$ cat src/rtl/if_fetch_unit.sv
// -----------------------------------------------------------------------------
// if_fetch_unit
//   IF stage of the 5-stage MIPS pipeline. Owns the PC, issues one word fetch
//   at a time to instruction memory, and captures returned words in the IF/ID
//   register. A 1-entry skid buffer absorbs the word that lands while ID is
//   stalled. A redirect from ID (no delay slots) squashes wrong-path fetches;
//   a request already on the bus is drained in KILL with its address frozen.
//
// Ports
//   clk           in   1   rising-edge clock
//   rst_n         in   1   asynchronous active-low reset
//   stall         in   1   ID holds its instruction this cycle
//   redirect      in   1   ID: taken branch / jump / jr, load redirect_npc
//   redirect_npc  in  30   next-PC word address [31:2]
//   imem_req      out  1   fetch request valid
//   imem_addr     out 30   fetch word address [31:2]
//   imem_ready    in   1   imem_rdata valid; completes the request
//   imem_rdata    in  32   instruction word
//   id_valid      out  1   IF/ID holds a valid instruction
//   id_instr      out 32   IF/ID instruction
//   id_pc         out 30   IF/ID PC+1 (word address after the instruction)
// -----------------------------------------------------------------------------
module if_fetch_unit #(
  parameter logic [31:0] RESET_PC = 32'h0000_3000
) (
  input  logic        clk,
  input  logic        rst_n,
  input  logic        stall,
  input  logic        redirect,
  input  logic [29:0] redirect_npc,
  output logic        imem_req,
  output logic [29:0] imem_addr,
  input  logic        imem_ready,
  input  logic [31:0] imem_rdata,
  output logic        id_valid,
  output logic [31:0] id_instr,
  output logic [29:0] id_pc
);

  localparam logic [1:0] S_IDLE  = 2'd0;
  localparam logic [1:0] S_FETCH = 2'd1;
  localparam logic [1:0] S_KILL  = 2'd2;

  localparam logic [29:0] RESET_WA = RESET_PC[31:2];

  logic [1:0]  r_state;
  logic [29:0] r_pc;
  logic [29:0] r_kill_addr;
  logic        r_skid_valid;
  logic [31:0] r_skid_instr;
  logic [29:0] r_skid_pc;
  logic        r_id_valid;
  logic [31:0] r_id_instr;
  logic [29:0] r_id_pc;

  logic        w_redir;
  logic        w_adv;
  logic        w_accept;
  logic [29:0] w_pc_inc;

  // A redirect seen while stalled is dropped; ID re-asserts it once released.
  assign w_redir  = redirect & ~stall;
  assign w_adv    = ~r_id_valid | ~stall;
  assign w_accept = (r_state == S_FETCH) & imem_req & imem_ready;
  assign w_pc_inc = r_pc + 30'd1;

  always_comb begin
    imem_req  = 1'b0;
    imem_addr = r_pc;
    case (r_state)
      S_FETCH: imem_req = ~r_skid_valid;
      S_KILL: begin
        imem_req  = 1'b1;
        imem_addr = r_kill_addr;
      end
      default: imem_req = 1'b0;
    endcase
  end

  assign id_valid = r_id_valid;
  assign id_instr = r_id_instr;
  assign id_pc    = r_id_pc;

  // FSM. Only a redirect that catches a request still waiting on the bus
  // needs KILL; one completing in the same cycle is simply not accepted.
  always_ff @(posedge clk or negedge rst_n) begin
    if (!rst_n) begin
      r_state     <= S_IDLE;
      r_kill_addr <= '0;
    end else begin
      case (r_state)
        S_IDLE: r_state <= S_FETCH;
        S_FETCH: begin
          if (w_redir & imem_req & ~imem_ready) begin
            r_state     <= S_KILL;
            r_kill_addr <= r_pc;
          end
        end
        S_KILL: begin
          if (imem_ready) r_state <= S_FETCH;
        end
        default: r_state <= S_IDLE;
      endcase
    end
  end

  always_ff @(posedge clk or negedge rst_n) begin
    if (!rst_n) begin
      r_pc <= RESET_WA;
    end else if (w_redir) begin
      r_pc <= redirect_npc;
    end else if (w_accept) begin
      r_pc <= w_pc_inc;
    end
  end

  // IF/ID and skid. Redirect implies ~stall, hence adv, so the ~adv branch
  // never has to consider a squash. An accept cannot coincide with a full
  // skid because the request is withheld while the skid holds a word.
  always_ff @(posedge clk or negedge rst_n) begin
    if (!rst_n) begin
      r_id_valid   <= 1'b0;
      r_id_instr   <= '0;
      r_id_pc      <= RESET_WA;
      r_skid_valid <= 1'b0;
      r_skid_instr <= '0;
      r_skid_pc    <= '0;
    end else if (w_adv) begin
      if (w_redir) begin
        r_id_valid   <= 1'b0;
        r_skid_valid <= 1'b0;
      end else if (r_skid_valid) begin
        r_id_valid   <= 1'b1;
        r_id_instr   <= r_skid_instr;
        r_id_pc      <= r_skid_pc;
        r_skid_valid <= 1'b0;
      end else if (w_accept) begin
        r_id_valid <= 1'b1;
        r_id_instr <= imem_rdata;
        r_id_pc    <= w_pc_inc;
      end else begin
        r_id_valid <= 1'b0;
      end
    end else if (w_accept) begin
      r_skid_valid <= 1'b1;
      r_skid_instr <= imem_rdata;
      r_skid_pc    <= w_pc_inc;
    end
  end

endmodule

$ cat config.mk
export PLATFORM = sky130hd
export DESIGN_NAME = if_fetch_unit
export DESIGN_NICKNAME = d
export VERILOG_FILES = /design/src/rtl/if_fetch_unit.sv
export SDC_FILE = /design/constraint.sdc
export NUM_CORES = 1
export LEC_CHECK = 0
export ABC_CLOCK_PERIOD_IN_PS = 3690
export CAP_MARGIN = 25
export CORE_ASPECT_RATIO = 0.6
export CORE_MARGIN = 2
export CORE_UTILIZATION = 57
export DETAILED_ROUTE_END_ITERATION = 8
export PLACE_DENSITY = 0.88
export SYNTH_ARGS = -nofsm -noshare
export SYNTH_HDL_FRONTEND = slang
export SYNTH_SLANG_ARGS = --single-unit
$ cat constraint.sdc
create_clock -name clk -period 3.69 [get_ports clk]
set_input_delay 0.5535 -clock clk [delete_from_list [all_inputs] [get_ports clk]]
set_output_delay 0.5535 -clock clk [all_outputs]
set_load 0.03 [all_outputs]
# [Word level (Yosys, flattened, before mapping)]
# Index checks and enable logic that the tools add are counted.
[op_classes] mux=15 bitwise_logic=12 addsub=1 n_reduce_logical=8 n_eq_ne=4
[op_table] operator="$mux W30" n=4
[op_table] operator="$mux W32" n=2
[op_table] operator="$add A30 B1 Y30 const B" n=1
[op_table] operator="$not A1 Y1" n=6
[op_table] operator="$pmux W2 S3" n=1
[op_table] operator="$reduce_and A2 Y1" n=3
[op_table] operator="$reduce_bool A2 Y1" n=3
[op_table] operator="$and A1 B1 Y1" n=5
[op_table] operator="$mux W1" n=5
[op_table] operator="$mux W2" n=2
[op_table] operator="$reduce_and A3 Y1" n=1
[op_table] operator="$eq A2 B1 Y1 const B" n=1
[op_table] operator="$eq A2 B2 Y1 const B" n=1
[op_table] operator="$logic_not A2 Y1" n=1
[op_table] operator="$ne A2 B1 Y1 const B" n=1
[op_table] operator="$ne A2 B2 Y1 const B" n=1
[op_table] operator="$pmux W1 S2" n=1
[op_table] operator="$or A1 B1 Y1" n=1
[word_totals] inputBits=67 out_inout_bits=94 word_cells=49 reg_bits=188

# [Longest topological paths before layout]
[depth] depth_word=7 depth_mapped=9 ltp_nobuf=7

# [Worst setup path after synthesis]
# OpenSTA, ideal clock, no wires.
[synth_path] path_kind="register to output" startpoint="register r_state[0]" endpoint="output port imem_addr[17]" required_time_ns=3.137 path_buffers=2 t_arrival_ns=1.742 slack_ns=1.394 stages_incl_launch_ff=6 cell_sequence="dfrtp_1 -> inv_1 -> ha_1 -> clkbuf_1 -> buf_1 -> o21ai_0"
[synth_between] elab_chain_len=2
[synth_rtl] element="start: declaration" line_no="46" source="logic [1:0] r_state;"
[synth_rtl] element="start signal: assignment" line_no="88" source="r_state <= S_IDLE;"
[synth_rtl] element="start signal: assignment" line_no="92" source="S_IDLE: r_state <= S_FETCH;"
[synth_rtl] element="start signal: assignment" line_no="95" source="r_state <= S_KILL;"
[synth_rtl] element="$eq A2 B2 Y1" line_no="70" source="case (r_state)"
[synth_rtl] element="$mux W30" line_no="70"
[synth_rtl] element="end: declaration" line_no="32" source="output logic [29:0] imem_addr,"
# Every way passes these cells.

# [Worst setup path in the final report]
[layout_path] startpoint="register r_state[0]" endpoint="output port imem_addr[5]"
# Same word-level chain as after synthesis.

==> impl_metrics.ini <==
[status]
status = completed

[floorplan]
die_y_um = 101.4
dieArea_mm2 = 0.01685
num_rows = 35
core_region_area_mm2 = 0.01541
ioPinCount = 161
start_util = 0.5842
die_w_um = 166.3

[global_route]
grt_pass1_wl_mm = 36.84
overflow = 0
grt_max_degree = 92
grt_pass1_vias = 7029
antenna_found_initial = 0
track_usage = 0.2765

[clocking]
cts_tree = yes
hold_buffers = 0
cts_root_buffer = clkbuf_16
ctsResizeCount = 0
cts_htree_levels = 4
post_cts_buffers = 0
cts_buffers = 17
clock_latency_ns = 0.43
cts_sinks = 188
clk_pin_slew_ns = 0.08
clockBufferDepth = 2

[drt]
drt_iter0_drc = 742
first_pass_iters = 5
drc = 0
vias = 7248
avgViaCountPerCell = 5.762
wirelength_mm = 22.48
postRouteAntennaNets = 0
wl_per_cell_um = 17.87

[synth]
synth_seq_cells = 188
synth_ff_type = dfrtp_1
synth_area_mm2 = 0.009005
synth_edf_count = 0
synth-seq-area-share = 0.5230
async_reset_ff_frac = 1.000
syn_avg_cell_area_um2 = 9.767
yosysWarnings = 0
syn_inst = 922
synth_cell_types = 44
synthesis.nets = 994

[worst_setup_path]
startpoint = r_state[0]$_DFFE_PN0P_
reg2reg_from = r_pc[0]$_DFFE_PN0P_
worstPathCellList = inv_1 > ha_1 > buf_4 > mux2_2 > clkdlybuf4s50_1
crit_slowest_cell = clkdlybuf4s50_1
crit_required_ns = 3.14
critPathArrivalTime_ns = 2.71
crit_buf_inv = 3
end_kind = output pin
reg2reg_slack_ns = 1.20
crit_type = flop to output pin
start_kind = flop
critPathTopFamily = buffers and inverters
path_max_fanout = 28
slowest_delay_ns = 0.59

[pwr]
p_leak_nw = 4.866
power.density_mw_per_mm2 = 767.7
power_w = 0.008672
irDropWorstVdd_mv = 0.5593

[cells_and_area]
stdcell_count = 1258
layout-drive-gt1-share = 0.1194
nets = 1115
final_common_cell = nand2_1
antenna_cells = 0
postLayoutCellArea_mm2 = 0.01130
layout_common_cells = 223 x nand2_1, 183 x dfrtp_1, 159 x clkdlybuf4s50_1, 109 x o21ai_0, 65 x mux2_2
area_growth_syn_to_layout_pct = 25.44

[timing]
worst_pin_slew_ns = 0.7409
hold-worst-slack_ns = 0.1635
finalHoldViolCount = 0
min_period_ns = 3.267
final.setup.tns_ns = 0
drv_slew = 0
setup_viol = 0
rsz0062_at_grt = no
fin_skew_ns = 0.01294
finalCritPeriodShare = 0.8854
relSlewSlack = 0.5061
max_freq_mhz = 306.1

[place]
postPlaceCellArea_mm2 = 0.01070
place_congestion = 0.8734
hpwlAfterDp_mm = 15.17
io_buffers = 160
placed_cells = 1227

[job]
maxCapViolCount = 0

[hold_path]
hold_path.class = primary input to asynchronous set/reset pin
[kinds of logic after synthesis]
logic type / synth area share
compound gates: 0.09518
simple gates: 0.1641
fa+ha+maj: 0.006947
buf+inv: 0.04154
flops: 0.5230
mux: 0.1196
xor+xnor: 0.04960
[final cells by class]
type | count | area, um^2
sequential | 188 | 4713
fill | 1048 | 4119
multi-input combinational | 652 | 3953
timing repair buffer | 177 | 1758
clock buffer | 18 | 439.2
tap | 203 | 254.0
clock inverter | 13 | 152.6
inverter | 7 | 26.28
[metal layers]
layer	part of all wire	track usage	wire length, um	up-vias
met5	0	0	0	-
met4	0.015	0.06963	345	0
met3	0.070	0.05784	1566	35
met2	0.46	0.4338	10280	291
met1	0.46	0.4016	10290	3562
li1	-	-	-	3360
[stage by stage]
stage / utilization / worst slack (ns)
2_1_floorplan: - / 1.394
3_3_place_gp: 0.6944 / 0.9620
3_5_place_dp: 0.6944 / 0.8659
4_1_cts: 0.7328 / 0.4158
5_1_grt: 0.7328 / 0.2438
6_report: 0.7328 / 0.4229
[sequential cells by signal (all words and copies together) (netlist names)]
| signal | flops |
|---|---|
| r_kill_addr | 30 |
| r_skid_valid | 1 |
| id_instr | 32 |
| id_pc | 30 |
| r_skid_instr | 32 |
| r_skid_pc | 30 |
| id_valid | 1 |
| r_state | 2 |
| r_pc | 30 |
[worst paths after layout]
check                                         endpoint  cells after the start
max                                       imem_addr[5]                      5
min reg2reg                   r_skid_pc[7]$_DFFE_PN0P_                      2
min in group clk              r_skid_pc[7]$_DFFE_PN0P_                      2
min                         r_kill_addr[3]$_DFFE_PN0P_                      1
max reg2reg                      id_pc[17]$_DFFE_PN0P_                      5
max in group asynchronous  r_skid_instr[4]$_DFFE_PN0P_                      2
[cells in the mapped netlist, drive strengths merged, types with 8 or more instances]
cell type	n	share of area
dfrtp	184	0.51
clkbuf	45	0.020
xnor2	19	0.018
buf	30	0.019
and2	8	0.0056
a21oi	16	0.0089
and4	12	0.012
nand3	23	0.013
nor3	10	0.0056
nor2	33	0.014
xor2	32	0.031
nand4	16	0.011
mux2	66	0.083
nand2	223	0.093
o21ai	111	0.062
mux2i	33	0.037
[report_power, final]
group	internal, W	switching [W]
Combinational	0.00149	0.00198
Clock	0.000980	0.000864
Sequential	0.00280	0.000553
Note: power is estimated with default switching activity, not from simulation.
